[src/rtl/instr_fetch_if.sv]
// ----------------------------------------------------------------------------
// instr_fetch_if
//   Groups the instruction-bus handshake and the fetch/decode handoff of the
//   fetch stage into one bundle.
//
//   Instruction bus (fetch drives the request, memory drives the response):
//     ireq_valid     read request valid
//     ireq_addr      request address (current PC)
//     iresp_addr_ok  request accepted this cycle
//     iresp_data_ok  read data returned this cycle
//     iresp_data     returned instruction word
//   Decode side:
//     branch         redirect strobe from decode
//     PCbranch       redirect target, meaningful while branch=1
//     dataD_ready    decode accepts dataF this cycle
//     dataF_valid    fetched instruction valid
//     dataF_pc       PC of fetched instruction
//     dataF_instr    raw instruction word
//     fetch_cnt      number of completed dataF handshakes
//
//   Modports: master = fetch stage, slave = bus/decode environment.
// ----------------------------------------------------------------------------
interface instr_fetch_if #(
    parameter int unsigned CNT_W = 64
);
    logic             ireq_valid;
    logic [63:0]      ireq_addr;
    logic             iresp_addr_ok;
    logic             iresp_data_ok;
    logic [31:0]      iresp_data;
    logic             branch;
    logic [63:0]      PCbranch;
    logic             dataD_ready;
    logic             dataF_valid;
    logic [63:0]      dataF_pc;
    logic [31:0]      dataF_instr;
    logic [CNT_W-1:0] fetch_cnt;

    modport master (
        output ireq_valid, ireq_addr,
        input  iresp_addr_ok, iresp_data_ok, iresp_data,
        input  branch, PCbranch, dataD_ready,
        output dataF_valid, dataF_pc, dataF_instr, fetch_cnt
    );

    modport slave (
        input  ireq_valid, ireq_addr,
        output iresp_addr_ok, iresp_data_ok, iresp_data,
        output branch, PCbranch, dataD_ready,
        input  dataF_valid, dataF_pc, dataF_instr, fetch_cnt
    );
endinterface

[src/rtl/instr_fetch.sv]
// ----------------------------------------------------------------------------
// instr_fetch
//   Fetch stage. Owns the PC, issues one instruction read at a time on the
//   instruction bus and presents {valid, pc, instr} to decode through a single
//   output register backed by one hold slot. A decode redirect flushes the
//   output register and hold slot; a read already on the bus when the redirect
//   arrives is marked with a kill flag and its data is discarded on return.
//
//   Ports:
//     clk    rising-edge clock
//     reset  asynchronous, active-low reset
//     fif    instr_fetch_if.master: ibus request/response, decode redirect,
//            decode ready, dataF outputs and the handshake counter
//
//   Parameters:
//     PC_RESET  first PC fetched after reset
//     CNT_W     width of fetch_cnt (wraps)
// ----------------------------------------------------------------------------
module instr_fetch #(
    parameter logic [63:0] PC_RESET = 64'h8000_0000,
    parameter int unsigned CNT_W    = 64
) (
    input  logic          clk,
    input  logic          reset,
    instr_fetch_if.master fif
);

    typedef enum logic [1:0] {
        S_IDLE,
        S_REQ,
        S_WAIT,
        S_HOLD
    } state_e;

    state_e           state_q, state_d;
    logic [63:0]      pc_q, pc_d;
    logic             kill_q, kill_d;
    logic [63:0]      target_q, target_d;
    logic             out_valid_q, out_valid_d;
    logic [63:0]      out_pc_q, out_pc_d;
    logic [31:0]      out_instr_q, out_instr_d;
    logic [31:0]      hold_instr_q, hold_instr_d;
    logic [CNT_W-1:0] cnt_q, cnt_d;

    logic handshake;
    logic out_free;
    logic complete;

    // ------------------------------------------------------------------
    // State registers
    // ------------------------------------------------------------------
    always_ff @(posedge clk or negedge reset) begin
        if (!reset) begin
            state_q      <= S_IDLE;
            pc_q         <= PC_RESET;
            kill_q       <= 1'b0;
            target_q     <= '0;
            out_valid_q  <= 1'b0;
            out_pc_q     <= '0;
            out_instr_q  <= '0;
            hold_instr_q <= '0;
            cnt_q        <= '0;
        end else begin
            state_q      <= state_d;
            pc_q         <= pc_d;
            kill_q       <= kill_d;
            target_q     <= target_d;
            out_valid_q  <= out_valid_d;
            out_pc_q     <= out_pc_d;
            out_instr_q  <= out_instr_d;
            hold_instr_q <= hold_instr_d;
            cnt_q        <= cnt_d;
        end
    end

    // ------------------------------------------------------------------
    // Next-state logic
    // ------------------------------------------------------------------
    always_comb begin
        state_d      = state_q;
        pc_d         = pc_q;
        kill_d       = kill_q;
        target_d     = target_q;
        out_valid_d  = out_valid_q;
        out_pc_d     = out_pc_q;
        out_instr_d  = out_instr_q;
        hold_instr_d = hold_instr_q;
        complete     = 1'b0;

        handshake = out_valid_q & fif.dataD_ready;
        // The output register can take a new word if it is empty or its
        // current word leaves this cycle.
        out_free  = ~out_valid_q | fif.dataD_ready;

        if (handshake) begin
            out_valid_d = 1'b0;
        end

        case (state_q)
            S_IDLE: begin
                state_d = S_REQ;
                if (fif.branch) begin
                    pc_d = fif.PCbranch;
                end
            end

            S_REQ: begin
                if (fif.iresp_addr_ok && fif.iresp_data_ok) begin
                    complete = 1'b1;
                end else begin
                    if (fif.iresp_addr_ok) begin
                        state_d = S_WAIT;
                    end
                    // Without addr_ok the request must stay on the bus
                    // unchanged, so the redirect is deferred via kill.
                    if (fif.branch) begin
                        kill_d   = 1'b1;
                        target_d = fif.PCbranch;
                    end
                end
            end

            S_WAIT: begin
                if (fif.iresp_data_ok) begin
                    complete = 1'b1;
                end else if (fif.branch) begin
                    kill_d   = 1'b1;
                    target_d = fif.PCbranch;
                end
            end

            S_HOLD: begin
                if (fif.branch) begin
                    pc_d    = fif.PCbranch;
                    state_d = S_REQ;
                end else if (out_free) begin
                    // Parked word belongs to pc_q; PC only advances here.
                    out_valid_d = 1'b1;
                    out_pc_d    = pc_q;
                    out_instr_d = hold_instr_q;
                    pc_d        = pc_q + 64'd4;
                    state_d     = S_REQ;
                end
            end

            default: begin
                state_d = S_IDLE;
            end
        endcase

        // Read completion: a redirect arriving with the data takes priority
        // over a pending kill, which takes priority over delivery.
        if (complete) begin
            state_d = S_REQ;
            kill_d  = 1'b0;
            if (fif.branch) begin
                pc_d = fif.PCbranch;
            end else if (kill_q) begin
                pc_d = target_q;
            end else if (out_free) begin
                out_valid_d = 1'b1;
                out_pc_d    = pc_q;
                out_instr_d = fif.iresp_data;
                pc_d        = pc_q + 64'd4;
            end else begin
                hold_instr_d = fif.iresp_data;
                state_d      = S_HOLD;
            end
        end

        if (fif.branch) begin
            out_valid_d = 1'b0;
        end

        cnt_d = cnt_q + CNT_W'(handshake);
    end

    // ------------------------------------------------------------------
    // Outputs
    // ------------------------------------------------------------------
    always_comb begin
        fif.ireq_valid  = (state_q == S_REQ);
        fif.ireq_addr   = (state_q == S_REQ) ? pc_q : '0;
        fif.dataF_valid = out_valid_q;
        fif.dataF_pc    = out_pc_q;
        fif.dataF_instr = out_instr_q;
        fif.fetch_cnt   = cnt_q;
    end

endmodule

[src/flat_wrapper.sv]
// flat-port wrapper written by rule: the top's interface ports become plain ports
module instr_fetch_flat 
#(
    parameter logic [63:0] PC_RESET = 64'h8000_0000,
    parameter int unsigned CNT_W    = 64
)
  (clk, reset, fif_ireq_valid, fif_ireq_addr, fif_iresp_addr_ok, fif_iresp_data_ok, fif_iresp_data, fif_branch, fif_PCbranch, fif_dataD_ready, fif_dataF_valid, fif_dataF_pc, fif_dataF_instr, fif_fetch_cnt);
  instr_fetch_if #(.CNT_W(CNT_W)) fif_i ();
  input  logic clk;
  input  logic reset;
  output wire logic [$bits(fif_i.ireq_valid)-1:0] fif_ireq_valid;
  output wire logic [$bits(fif_i.ireq_addr)-1:0] fif_ireq_addr;
  input wire logic [$bits(fif_i.iresp_addr_ok)-1:0] fif_iresp_addr_ok;
  input wire logic [$bits(fif_i.iresp_data_ok)-1:0] fif_iresp_data_ok;
  input wire logic [$bits(fif_i.iresp_data)-1:0] fif_iresp_data;
  input wire logic [$bits(fif_i.branch)-1:0] fif_branch;
  input wire logic [$bits(fif_i.PCbranch)-1:0] fif_PCbranch;
  input wire logic [$bits(fif_i.dataD_ready)-1:0] fif_dataD_ready;
  output wire logic [$bits(fif_i.dataF_valid)-1:0] fif_dataF_valid;
  output wire logic [$bits(fif_i.dataF_pc)-1:0] fif_dataF_pc;
  output wire logic [$bits(fif_i.dataF_instr)-1:0] fif_dataF_instr;
  output wire logic [$bits(fif_i.fetch_cnt)-1:0] fif_fetch_cnt;
  assign fif_ireq_valid = fif_i.ireq_valid;
  assign fif_ireq_addr = fif_i.ireq_addr;
  assign fif_i.iresp_addr_ok = fif_iresp_addr_ok;
  assign fif_i.iresp_data_ok = fif_iresp_data_ok;
  assign fif_i.iresp_data = fif_iresp_data;
  assign fif_i.branch = fif_branch;
  assign fif_i.PCbranch = fif_PCbranch;
  assign fif_i.dataD_ready = fif_dataD_ready;
  assign fif_dataF_valid = fif_i.dataF_valid;
  assign fif_dataF_pc = fif_i.dataF_pc;
  assign fif_dataF_instr = fif_i.dataF_instr;
  assign fif_fetch_cnt = fif_i.fetch_cnt;
  instr_fetch #(.PC_RESET(PC_RESET), .CNT_W(CNT_W)) u_core (.clk(clk), .reset(reset), .fif(fif_i));
endmodule
[config.mk]
export PLATFORM = sky130hd
export DESIGN_NAME = instr_fetch_flat
export DESIGN_NICKNAME = d
export VERILOG_FILES = /design/src/rtl/instr_fetch_if.sv /design/src/rtl/instr_fetch.sv /design/src/flat_wrapper.sv
export SDC_FILE = /design/constraint.sdc
export NUM_CORES = 1
export LEC_CHECK = 0
export ABC_AREA = 1
export CORE_MARGIN = 1
export CORE_UTILIZATION = 49
export DETAILED_ROUTE_END_ITERATION = 10
export HOLD_SLACK_MARGIN = 0.05
export PLACE_DENSITY_LB_ADDON = 0.05
export SETUP_SLACK_MARGIN = 0.02
export SLEW_MARGIN = 25
export SYNTH_ARGS = -nofsm -noshare
export SYNTH_HDL_FRONTEND = slang
export SYNTH_SLANG_ARGS = --single-unit
[constraint.sdc]
create_clock -name clk -period 2.3 [get_ports clk]
set_input_delay 0.575 -clock clk [delete_from_list [all_inputs] [get_ports clk]]
set_output_delay 0.575 -clock clk [all_outputs]
set_load 0.01 [all_outputs]
**Yosys cells after proc, flatten, opt, wreduce, memory -nomap -nowiden**

Cells that the tools add are included.

- Add/sub/neg operators: 2
- Multipliers: 0
- Divide/modulo/power cells: 0
- $lt $le $gt $ge: 0
- Equal/unequal tests: 9
- Shifts and indexed selects: 0
- Multiplexer cells: 51
- Bitwise operators: 6
- Reductions and logical operators: 9

Operators with widths:

| kind | count |
|---|---|
| 2-to-1 mux 64 bit | 18 |
| one-hot mux 64 bit (2 select lines) | 2 |
| 2-to-1 mux 32 bit | 7 |
| adder 64 x 1 -> 64 bit | 1 |
| adder 64 x 3 -> 64 bit (second input constant) | 1 |
| 2-to-1 mux 2 bit | 8 |
| 2-to-1 mux 1 bit | 13 |
| AND reduction 4 bit | 2 |
| inequality test 3 x 2 -> 1 bit (second input constant) | 2 |
| one-hot mux 2 bit (3 select lines) | 1 |
| AND reduction 3 bit | 2 |
| == test 2 bit (second input constant) | 2 |
| inequality test 2 bit (second input constant) | 2 |
| inequality test 4 x 2 -> 1 bit (second input constant) | 1 |
| inverter 1 bit | 4 |
| one-hot mux 1 bit (2 select lines) | 2 |
| nonzero test 4 bit | 1 |
| inequality test 3 x 1 -> 1 bit (second input constant) | 1 |
| nonzero test 3 bit | 1 |
| == test 2 x 1 -> 1 bit (second input constant) | 1 |
| logical NOT 2 bit | 1 |
| nonzero test 2 bit | 1 |
| bitwise AND 1 bit | 1 |
| logical AND 1 bit | 1 |
| OR 1 bit | 1 |

- Flip-flop bits (word level): 324
- Latch bits: 0
- Bits in writable memories: 0
- ROM bits: 0
- Input bits: 102
- Output and inout port bits: 226
- Memories: 0

**Logic depth before layout (Yosys ltp)**

- Word-level depth: 9
- Gate-level depth with buffers: 16

**Worst setup path after synthesis**

Ideal clock, no wire load.

- Kind: input-to-reg
- Start point: input port fif_dataD_ready
- End point: register u_core.cnt_q[58] (netlist: u_core.fif.fetch_cnt[58])
- Setup time: 0.124 ns
- Data arrival time: 2.233 ns
- Path slack: -0.057 ns
- Stages: 14
- Path through: nand2_1 inv_1 ha_1 ha_1 nand3_1 inv_1 nand2_2 nor2_2 nand3_1 nor2_1 nand3_1 nor3_2 nand4_1 xor2_1

- Cells in the longest elaborated chain, start to end: 2

Ends and longest elaborated chain:

| item | RTL line | text |
|---|---|---|
| start, declared | flat_wrapper.sv:18 | `input wire logic [$bits(fif_i.dataD_ready)-1:0] fif_dataD_ready;` |
| bitwise AND 1 bit | instr_fetch.sv:90 | `handshake = out_valid_q & fif.dataD_ready;` |
| adder 64 x 1 -> 64 bit | instr_fetch.sv:175 | `cnt_d = cnt_q + CNT_W'(handshake);` |
| named net u_core.cnt_d[58] | instr_fetch.sv:43 | `logic [CNT_W-1:0] cnt_q, cnt_d;` |
| end signal, assigned | instr_fetch.sv:72 | `cnt_q <= cnt_d;` |
| end, declared | instr_fetch.sv:43 |  |

The timed path passes the listed nets, and every way through them passes these cells.
A chain may end at the register's enable or synchronous reset.

**Final worst setup path**

- Start point: register u_core.state_q[1]
- End point: output port fif_ireq_addr[33]

- Cells in the longest elaborated chain, start to end: 2

Ends and longest elaborated chain:

| item | RTL line | text |
|---|---|---|
| start, declared | instr_fetch.sv:35 | `state_e state_q, state_d;` |
| start signal, assigned | instr_fetch.sv:64 | `state_q <= state_d;` |
| == test 2 x 1 -> 1 bit | instr_fetch.sv:183 | `fif.ireq_addr = (state_q == S_REQ) ? pc_q : '0;` |
| 2-to-1 mux 64 bit | instr_fetch.sv:183 |  |
| end, declared | flat_wrapper.sv:12 | `output wire logic [$bits(fif_i.ireq_addr)-1:0] fif_ireq_addr;` |

No other way between the ends.

==> metrics <==
Critical Path AT=around 1.7 ns; P_leak=between 0.01 and 0.015 uW; setup TNS=-0.0149 ns; Slew HR=61.7%; top cell type by total area after synthesis=dfrtp_1; Placed Cells=roughly 3600; Clock Skews=between 0.02 and 0.03 ns; startpoint types=flip-flop; CTS sink cnt=roughly 320; die outline area=40600 um^2; WP data required=1.73 ns; violated checks=negative setup slack; mean number of vias per cell=5.79; largest net degree at the start of global routing=80; worst ir drop on vdd=0.00101 V; clock-pin slew on the worst setup and hold paths=0.06 ns; Primary FF master, synth=dfrtp_1; core area=39000 um^2; IO Count=328; Fill cells=3223; Finish-stage setup viols=2; Min Clock Period, post-route=2.31 ns; Tightest Hold Check Type=reg2reg; crit path kind=reg2out; worst-margin pin slew=0.569 ns; final WL=78300 um; drt wl/cell=20.9 um; die width=about 200 um; CTS H-Tree Depth=2; final number of max-transition violations=0; Netlist cell types=55; clk_lat worst skew=between 0.5 and 0.6 ns; site row count=a little over 70; total gr overflow=0; Die Ht=202 um; mapped cell area=19500 um^2; syn nets=2811; routability cong.=0.979; Final ANT Viol Nets=0; overall power=35800 uW; first-pass GRT wire length=118000 um; Final Cycle Share=100%; Final Hold Fails=0; Via Count=21700; worst-path fanout max=6; Area contributors post-synth=dfrtp_1 41%, nand2_1 16%, nor2_1 6.2%; Post-synth EDFFs=0; initial DRC count=2407; initial core utilization=50.1%; CTS tree=yes; fmax=433 MHz; CTS buffer count=38; CTS max path bufs=3; Avg Cell Area, Syn=approximately 7.2 um^2; Ys Warns=0; layout cell share with drive strength beyond 1=19.4%; number of port buffers=327; number of synthesized register bits=324; CTS root buf=clkbuf_16; number of max-cap violations=0; status=finished, violations left; initial antenna violation count=3; DRT Pass-1 Iters=6; number of global-route vias before repair=21000; Pwr per Cell Area=1330 nW/um^2; aggregate global-route resource usage=37.4%; DRC=0; ys async rst share=100%; area growth from synthesis to layout=37.8%; CP Capture Type=output port; RSZ-0062 raised after global routing=yes; HPWL after DPL=around 56000 um; Seq/Total Area, Yosys=41.5%; Cells after Synth=2702; fin cells=3744; Yosys top cell area share=around 41%; worst setup margin=-0.00935 ns; fin nets=approximately 3300
==> cells in the final DEF, fill, tap and decap left out, drive strengths merged, types with 41 or more instances in the layout <==
cell type / n
a21oi: 141
clkdlybuf4s50: 259
buf: 321
clkbuf: 57
mux2: 60
inv: 269
dfrtp: 323
nor3: 43
nand3: 132
xor2: 51
o21ai: 155
a31oi: 41
nor2: 350
nand2: 828
==> registers in the layout, summed over array words and instances, names as in the netlist <==
register                cells
u_core.fif.dataF_instr     32
u_core.fif.dataF_pc        64
u_core.fif.dataF_valid      1
u_core.fif.fetch_cnt       64
u_core.hold_instr_q        32
u_core.kill_q               1
u_core.pc_q                64
u_core.state_q              2
u_core.target_q            64
==> cells by family (layout without fill, tap and decap cells) <==
family / count (synthesis) / after routing / share of synthesized area, %
other: 0 / 2 / 0
adder cells (fa/ha/maj): 7 / 7 / 0.449
AND/OR/NAND/NOR: 1410 / 1411 / 30.2
AO/OA/AOI/OAI: 432 / 432 / 13.0
multiplexers: 60 / 60 / 3.46
flip-flops: 324 / 324 / 41.5
buffers and inverters: 402 / 923 / 8.36
XOR/XNOR: 67 / 67 / 3.01
==> final timing paths <==
kind,from,to,slack [ns],cells after the start
worst min-delay path,u_core.hold_instr_q[0],u_core.hold_instr_q[0],0.47,2
worst max register to register,u_core.pc_q[16],u_core.pc_q[18],0.06,10
worst max-delay path,u_core.state_q[1],fif_ireq_addr[33],-0.009,6
min in group asynchronous,reset,u_core.fif.dataF_pc[45],0.51,2
worst min register to register,u_core.hold_instr_q[0],u_core.hold_instr_q[0],0.47,2
max in group asynchronous,reset,u_core.fif.fetch_cnt[47],1.00,3
==> where the power goes <==
part	switching (uW)	total [uW]	internal [uW]
clock	2560	6460	3900
combinational	11400	19700	8310
sequential	1840	9660	7820
==> final cells by class <==
cell class                 instances  area (um^2)  area share (%)
sequential                       324         8130            30.2
inverter                         271         1030            3.82
clock buffer                      55         1060            3.96
timing repair buffer             585         5570            20.7
antenna                            2         5.00          0.0186
clock inverter                    12          228           0.846
multi-input combinational       1977        10200            38.0
tap                              518          648            2.41
==> layer usage <==
layer / up-vias / GRT usage (%) / share of wire, %
met1: 10300 / 49.0 / 40
met5: - / 0 / 0.013
li1: 9794 / - / -
met4: 2 / 14.9 / 4.1
met2: 1271 / 59.1 / 45
met3: 259 / 9.64 / 11
==> metrics by stage <==
step	utilization (%)	area, um^2	hold WS (ns)	setup slack [ns]
after detailed placement	64.1	25000	0.459	-0.685
after CTS	67.4	26300	0.474	-0.0887
after global placement	64.1	25000	0.453	-0.616
after floorplan	-	19600	0.279	0.0393
after global routing	69.0	26900	0.492	-0.102
final	69.0	26900	0.472	-0.00935
==> Yosys cell counts (2+ instances only) <==
master	instances
nand2_1	813
dfrtp_1	323
nor2_1	320
inv_1	262
a21oi_1	141
nand3_1	129
o21ai_0	119
mux2_2	60
clkbuf_1	58
xor2_1	51
buf_2	50
a31oi_1	41
nor3_1	38
nand4_1	37
o221ai_1	35
o21ai_1	33
o211ai_1	29
nor2_2	18
xnor2_1	16
buf_1	12
nand2_2	11
nor2_4	11
a221oi_1	10
nor4_1	9
inv_2	8
ha_1	7
buf_6	6
a211oi_1	4
buf_4	4
nor3_2	4
nand2_4	3
nand3_2	3
nor3b_1	3
o21ai_2	3
o21bai_1	3
o22ai_1	3
or2_2	3
a21boi_0	2
nand3b_1	2
o2111ai_1	2
o21bai_2	2
==> critical path, stage by stage, from the launching register on <==
cell and delay [ns]:
dfrtp_1 0.38, inv_2 0.08, ha_4 0.16, buf_12 0.16, nand2_2 0.11, inv_1 0.07
clkdlybuf4s15_2 0.21
==> timing repair <==
action,in CTS,in global routing
cloned,1,5
hold endpoints to repair,30,0
pin swaps,8,20
resized for setup,315,136
setup endpoints to repair,71,216
hold buffers,1,0
setup buffers,16,18
(Power assumes the default switching activity.)
